**src/rtl/fetch_redirect_unit_pkg.sv**
```systemverilog
// Shared types and constants for the IF-stage fetch/redirect unit.
package fetch_redirect_unit_pkg;

  localparam int unsigned XLEN = 32;

  localparam logic [XLEN-1:0] RESET_PC_DEF = 32'h0000_0000;
  localparam logic [XLEN-1:0] NOP_INST_DEF = 32'h0000_0013;

  typedef enum logic [1:0] {
    IF_IDLE    = 2'd0,
    IF_REQ     = 2'd1,
    IF_DISCARD = 2'd2
  } if_state_e;

  typedef struct packed {
    logic [XLEN-1:0] pc;
    logic [XLEN-1:0] inst;
  } fetch_entry_t;

  // Word-align a redirect target; masking keeps every input bit in the cone.
  function automatic logic [XLEN-1:0] align_pc(input logic [XLEN-1:0] addr);
    return addr & ~XLEN'(3);
  endfunction

endpackage

```
**src/rtl/fetch_redirect_unit_if.sv**
```systemverilog
// Instruction-memory request/response channel between fetch unit and imem.
interface fetch_redirect_unit_if;
  import fetch_redirect_unit_pkg::*;

  logic            imem_req;
  logic [XLEN-1:0] imem_addr;
  logic            imem_ready;
  logic [XLEN-1:0] imem_rdata;

  modport master (output imem_req, output imem_addr, input imem_ready, input imem_rdata);
  modport slave  (input imem_req, input imem_addr, output imem_ready, output imem_rdata);

endinterface

```
**src/rtl/fetch_skid_buffer.sv**
```systemverilog
// One-entry {pc, inst} holding slot for words fetched while ID is stalled.
module fetch_skid_buffer
  import fetch_redirect_unit_pkg::*;
(
  input  logic         clk,
  input  logic         rst_n,
  input  logic         clear,
  input  logic         push,
  input  logic         pop,
  input  fetch_entry_t din,
  output logic         full,
  output fetch_entry_t dout
);

  // Clear (redirect) wins over push, push over pop.
  always_ff @(posedge clk or negedge rst_n) begin
    if (!rst_n) begin
      full <= 1'b0;
      dout <= '0;
    end else if (clear) begin
      full <= 1'b0;
    end else if (push) begin
      full <= 1'b1;
      dout <= din;
    end else if (pop) begin
      full <= 1'b0;
    end
  end

endmodule

```
**src/rtl/fetch_redirect_unit.sv**
```systemverilog
// IF-stage PC owner: issues imem fetches, applies EX redirects, and feeds the IF/ID register
// through a one-entry skid buffer so ID stalls never drop an accepted word.
module fetch_redirect_unit
  import fetch_redirect_unit_pkg::*;
#(
  parameter logic [XLEN-1:0] RESET_PC = RESET_PC_DEF,
  parameter logic [XLEN-1:0] NOP_INST = NOP_INST_DEF
) (
  input  logic                  clk,
  input  logic                  rst_n,
  input  logic                  stall,
  input  logic                  jump_flag,
  input  logic [XLEN-1:0]       jump_target,
  fetch_redirect_unit_if.master imem,
  output logic                  if_valid,
  output logic [XLEN-1:0]       if_pc,
  output logic [XLEN-1:0]       if_inst,
  output logic                  flush
);

  if_state_e       state_q, state_d;
  logic [XLEN-1:0] pc_q, pc_d;
  logic [XLEN-1:0] addr_q, addr_d;
  logic            req_q, req_d;
  logic            if_valid_d;
  logic [XLEN-1:0] if_pc_d, if_inst_d;

  logic            accept;
  logic            skid_push, skid_pop, skid_clear, skid_full;
  fetch_entry_t    skid_in, skid_out;

  assign accept          = req_q & imem.imem_ready;
  assign imem.imem_req   = req_q;
  assign imem.imem_addr  = addr_q;
  assign flush           = jump_flag;
  assign skid_in         = '{pc: addr_q, inst: imem.imem_rdata};

  fetch_skid_buffer u_skid (
    .clk   (clk),
    .rst_n (rst_n),
    .clear (skid_clear),
    .push  (skid_push),
    .pop   (skid_pop),
    .din   (skid_in),
    .full  (skid_full),
    .dout  (skid_out)
  );

  always_ff @(posedge clk or negedge rst_n) begin
    if (!rst_n) begin
      state_q  <= IF_IDLE;
      pc_q     <= RESET_PC;
      addr_q   <= RESET_PC;
      req_q    <= 1'b0;
      if_valid <= 1'b0;
      if_pc    <= '0;
      if_inst  <= NOP_INST;
    end else begin
      state_q  <= state_d;
      pc_q     <= pc_d;
      addr_q   <= addr_d;
      req_q    <= req_d;
      if_valid <= if_valid_d;
      if_pc    <= if_pc_d;
      if_inst  <= if_inst_d;
    end
  end

  // Next-state, PC and IF/ID update; a redirect overrides stall, skid and any accepted word.
  always_comb begin
    state_d    = state_q;
    pc_d       = pc_q;
    if_valid_d = 1'b0;
    if_pc_d    = if_pc;
    if_inst_d  = NOP_INST;
    skid_push  = 1'b0;
    skid_pop   = 1'b0;
    skid_clear = 1'b0;

    if (jump_flag) begin
      pc_d       = align_pc(jump_target);
      skid_clear = 1'b1;
      case (state_q)
        IF_REQ, IF_DISCARD: state_d = accept ? IF_REQ : IF_DISCARD;
        default:            state_d = IF_REQ;
      endcase
    end else begin
      if (stall) begin
        if_valid_d = if_valid;
        if_inst_d  = if_inst;
      end else if (skid_full) begin
        skid_pop   = 1'b1;
        if_valid_d = 1'b1;
        if_pc_d    = skid_out.pc;
        if_inst_d  = skid_out.inst;
      end

      if (accept) begin
        if (state_q == IF_DISCARD) begin
          state_d = IF_REQ;
        end else begin
          pc_d = pc_q + XLEN'(4);
          if (stall) begin
            skid_push = 1'b1;
            state_d   = IF_IDLE;
          end else begin
            if_valid_d = 1'b1;
            if_pc_d    = addr_q;
            if_inst_d  = imem.imem_rdata;
          end
        end
      end else if (state_q == IF_IDLE && (!skid_full || !stall)) begin
        state_d = IF_REQ;
      end
    end

    // An unaccepted request keeps its address even after the PC is redirected.
    addr_d = (state_d == IF_DISCARD) ? addr_q : pc_d;
    req_d  = (state_d != IF_IDLE);
  end

endmodule

```
**src/flat_wrapper.sv**
```systemverilog
// flat-port wrapper written by rule: the top's interface ports become plain ports
module fetch_redirect_unit_flat import fetch_redirect_unit_pkg::*;
#(
  parameter logic [XLEN-1:0] RESET_PC = RESET_PC_DEF,
  parameter logic [XLEN-1:0] NOP_INST = NOP_INST_DEF
)
  (clk, rst_n, stall, jump_flag, jump_target, if_valid, if_pc, if_inst, flush, imem_imem_req, imem_imem_addr, imem_imem_ready, imem_imem_rdata);
  fetch_redirect_unit_if imem_i ();
  input  logic clk;
  input  logic rst_n;
  input  logic stall;
  input  logic jump_flag;
  input  logic [XLEN-1:0] jump_target;
  output logic if_valid;
  output logic [XLEN-1:0] if_pc;
  output logic [XLEN-1:0] if_inst;
  output logic flush;
  output wire logic [$bits(imem_i.imem_req)-1:0] imem_imem_req;
  output wire logic [$bits(imem_i.imem_addr)-1:0] imem_imem_addr;
  input wire logic [$bits(imem_i.imem_ready)-1:0] imem_imem_ready;
  input wire logic [$bits(imem_i.imem_rdata)-1:0] imem_imem_rdata;
  assign imem_imem_req = imem_i.imem_req;
  assign imem_imem_addr = imem_i.imem_addr;
  assign imem_i.imem_ready = imem_imem_ready;
  assign imem_i.imem_rdata = imem_imem_rdata;
  fetch_redirect_unit #(.RESET_PC(RESET_PC), .NOP_INST(NOP_INST)) u_core (.clk(clk), .rst_n(rst_n), .stall(stall), .jump_flag(jump_flag), .jump_target(jump_target), .imem(imem_i), .if_valid(if_valid), .if_pc(if_pc), .if_inst(if_inst), .flush(flush));
endmodule
```
**config.mk**
```make
export PLATFORM = sky130hd
export DESIGN_NAME = fetch_redirect_unit_flat
export DESIGN_NICKNAME = d
export VERILOG_FILES = /design/src/rtl/fetch_redirect_unit_pkg.sv /design/src/rtl/fetch_redirect_unit_if.sv /design/src/rtl/fetch_skid_buffer.sv /design/src/rtl/fetch_redirect_unit.sv /design/src/flat_wrapper.sv
export SDC_FILE = /design/constraint.sdc
export NUM_CORES = 1
export LEC_CHECK = 0
export CORE_MARGIN = 10
export CORE_UTILIZATION = 35
export CTS_CLUSTER_SIZE = 8
export DETAILED_ROUTE_END_ITERATION = 12
export SLEW_MARGIN = 20
export SYNTH_ARGS = -nofsm -noshare
export SYNTH_HDL_FRONTEND = slang
export SYNTH_SLANG_ARGS = --single-unit
```
**constraint.sdc**
```tcl
create_clock -name clk -period 6.3 [get_ports clk]
set_input_delay 1.26 -clock clk [delete_from_list [all_inputs] [get_ports clk]]
set_output_delay 1.26 -clock clk [all_outputs]
set_load 0.02 [all_outputs]
```
==> results_dict.tcl <==
set metrics [dict create \
    firstDrtPassIters 4 \
    period_share 0.6483 \
    crit-reg2reg-launch "u_core.state_q[0]" \
    setup_viol 0 \
    skew_ns 0.01284 \
    ctsHtreeMaxLevel 4 \
    crit_path_start "jump_flag" \
    synth_area_per_cell_um2 10.41 \
    dieArea_um2 31730 \
    dpl.cell_count 1285 \
    die_w_um 178.1 \
    path_clk_slew_ns 0.07 \
    p_total_w 0.004554 \
    synth_cell_types 56 \
    clock_sinks 197 \
    syn_area_um2 8752 \
    hold_violations 0 \
    fin_nets 1052 \
    antennaDiodeCount 0 \
    worst_slew_pin_slew_ns 0.9337 \
    endpoint "flush" \
    ys_warn_count 0 \
    hold_buffers 0 \
    post-dp-hpwl_mm 16.90 \
    antenna_found_initial 2 \
    r2r-end "u_core.imem.imem_addr[15]" \
    crit_fanout 32 \
    crit_arrival_ns 2.82 \
    area.growth.synth_to_final_pct 29.08 \
    grt_max_degree 76 \
    ys_seq_area_frac 0.5637 \
    powerDensity_nw_per_um2 403.1 \
    core_area_um2 24460 \
    io_buffers 165 \
    fillCellCount 2344 \
    crit_required_ns 5.04 \
    regToRegSetupSlack_ns 3.40 \
    dr_total_vias 6961 \
    status "completed" \
    worst-r2r-cell-count 8 \
    rsz0062_at_grt "no" \
    ys_ff_latch 197 \
    netlist_instances 841 \
    grt_overflow 0 \
    clk_latency_ns 0.43 \
    start_util 0.3578 \
    fin_area_um2 11300 \
    min_path_type "flop to flop" \
    max_cap_violations 0 \
    post_cts_resize_count 0 \
    place.gp.congestion 0.7897 \
    ios 168 \
    tns_ns 0 \
    min_period_ns 4.084 \
    rows 57 \
    place_area_um2 10700 \
    multi_input_area_um2 3577 \
    track_usage 0.1578 \
    crit_path_end_kind "output pin" \
    clk_path_buf_depth 2 \
    detail_route.iter0.violations 610 \
    start_kind "primary input" \
    max-vdd-ir-drop_mv 0.2365 \
    cts_setup_buffers 0 \
    cts-root-buf "clkbuf_16" \
    synth_edf_count 0 \
    grt_pass1_vias 6994 \
    crit_type "primary input to output pin" \
    p_leak_nw 4.548 \
    syn_nets 913 \
    yosys_most_used_dff "dfrtp_1" \
    die_h_um 178.1 \
    cts_tree "built" \
    fmax_ghz 0.2449 \
    stdcell_count 1317 \
    seq_area_um2 4933 \
    grt_pass1_wl_mm 39.69 \
    drive_gt1_frac 0.1490 \
    max_slew_margin 0.3775 \
    ant_nets 0 \
    drc 0 \
    via_per_inst 5.285 \
    drv_slew 0 \
    wl_per_cell_um 19.07 \
    holdWs_ns 0.5086 \
    synth-async-reset-ratio 1.000 \
    cts_made_buffers 17 \
    finalWirelength_mm 25.12 \
]
## critical path: stages
cell and delay (ns):
buf_2 0.38, buf_4 0.46, clkdlybuf4s50_1 0.69
## kinds of logic after synthesis
kind of cell,count (synthesis),share of synthesized area
AOI/OAI and AO/OA,187,0.1247
adders and majority gates,3,0.004289
DFF,197,0.5637
xor gates and xnor gates,19,0.01901
buffers and inverters,64,0.02930
and+or+nand+nor,287,0.1510
muxes,84,0.1081
## synth_stat cells, types with 2 or more instances
master | number | area share
xnor2_1 | 14 | 0.014
nand2b_1 | 2 | 0.0014
o211ai_1 | 4 | 0.0034
inv_1 | 4 | 0.0017
a31oi_1 | 4 | 0.0029
nor3_1 | 9 | 0.0051
a21boi_0 | 2 | 0.0017
ha_1 | 3 | 0.0043
and3_1 | 7 | 0.0050
dfrtp_1 | 194 | 0.55
a21oi_1 | 97 | 0.055
a21o_1 | 2 | 0.0017
o31ai_1 | 3 | 0.0026
buf_4 | 2 | 0.0017
a31o_2 | 2 | 0.0020
nor4_1 | 9 | 0.0064
nand3_1 | 44 | 0.025
dfstp_2 | 3 | 0.0090
nand2_1 | 86 | 0.037
o311ai_0 | 3 | 0.0030
nor2b_1 | 7 | 0.0050
xor2_1 | 5 | 0.0050
nor2_1 | 91 | 0.039
nor3b_1 | 3 | 0.0026
nand4_1 | 13 | 0.0093
or4_1 | 4 | 0.0034
mux2_2 | 80 | 0.10
clkbuf_1 | 45 | 0.019
o22ai_1 | 32 | 0.023
o221ai_1 | 6 | 0.0060
o21ai_0 | 23 | 0.013
mux2i_1 | 3 | 0.0034
buf_1 | 10 | 0.0043
or2_2 | 3 | 0.0021
## worst min-delay path by stage
stage | endpoint | slack [ns] | depth (start not counted) | startpoint
5_1_grt | u_core.u_skid.dout[32] | 0.52 | 1 | u_core.u_skid.dout[32]
6_report | u_core.u_skid.dout[63] | 0.51 | 1 | u_core.u_skid.dout[63]
2_1_floorplan | u_core.pc_q[0] | 0.47 | 1 | u_core.pc_q[0]
4_1_cts | u_core.u_skid.dout[63] | 0.51 | 1 | u_core.u_skid.dout[63]
3_3_place_gp | u_core.u_skid.dout[22] | 0.49 | 1 | u_core.u_skid.dout[22]
3_5_place_dp | u_core.u_skid.dout[29] | 0.50 | 1 | u_core.u_skid.dout[29]
## stage by stage
stage / setup WS [ns] / utilization
2_1_floorplan: 3.251 / -
3_3_place_gp: 2.228 / 0.4373
3_5_place_dp: 2.205 / 0.4373
4_1_cts: 2.209 / 0.4618
5_1_grt: 2.124 / 0.4618
6_report: 2.216 / 0.4618
## layout make-up
| cell class | instances | area share |
|---|---|---|
| tap | 324 | 0.03588 |
| clock inverter | 15 | 0.01539 |
| timing repair buffer | 179 | 0.1561 |
| sequential | 197 | 0.4367 |
| inverter | 5 | 0.001661 |
| multi-input combinational | 580 | 0.3166 |
| clock buffer | 17 | 0.03766 |
## layer usage
| layer | GRT usage | vias up | share of wire |
|---|---|---|---|
| li1 | - | 3271 | - |
| met1 | 0.2078 | 3495 | 0.45 |
| met2 | 0.2553 | 174 | 0.47 |
| met3 | 0.04376 | 19 | 0.072 |
| met4 | 0.03057 | 2 | 0.0061 |
| met5 | 0 | - | 0.00040 |
## where the power goes
| group | total, W | switching, W | internal, W |
|---|---|---|---|
| Sequential | 0.00194 | 0.000274 | 0.00167 |
| Clock | 0.00111 | 0.000515 | 0.000597 |
| Combinational | 0.00150 | 0.000774 | 0.000725 |
## sequential cells by signal (all words and copies together), names as in the netlist
name / flops
u_core.imem.imem_req: 1
u_core.pc_q: 32
u_core.if_pc: 32
u_core.state_q: 2
u_core.if_valid: 1
u_core.imem.imem_addr: 32
u_core.u_skid.dout: 64
u_core.u_skid.full: 1
u_core.if_inst: 32
## cell usage in the layout, fill, tap and decap left out, drive strengths merged, types with 9 or more instances in the layout
cell type	instances
nor3	9
inv	9
nand2	86
clkdlybuf4s50	162
mux2	81
nand4	13
a21oi	97
clkbuf	18
buf	16
nor2	91
o22ai	32
nand3	45
nor4	10
dfrtp	194
xnor2	14
o21ai	23
No activity file was read; power rests on OpenSTA's default activity.
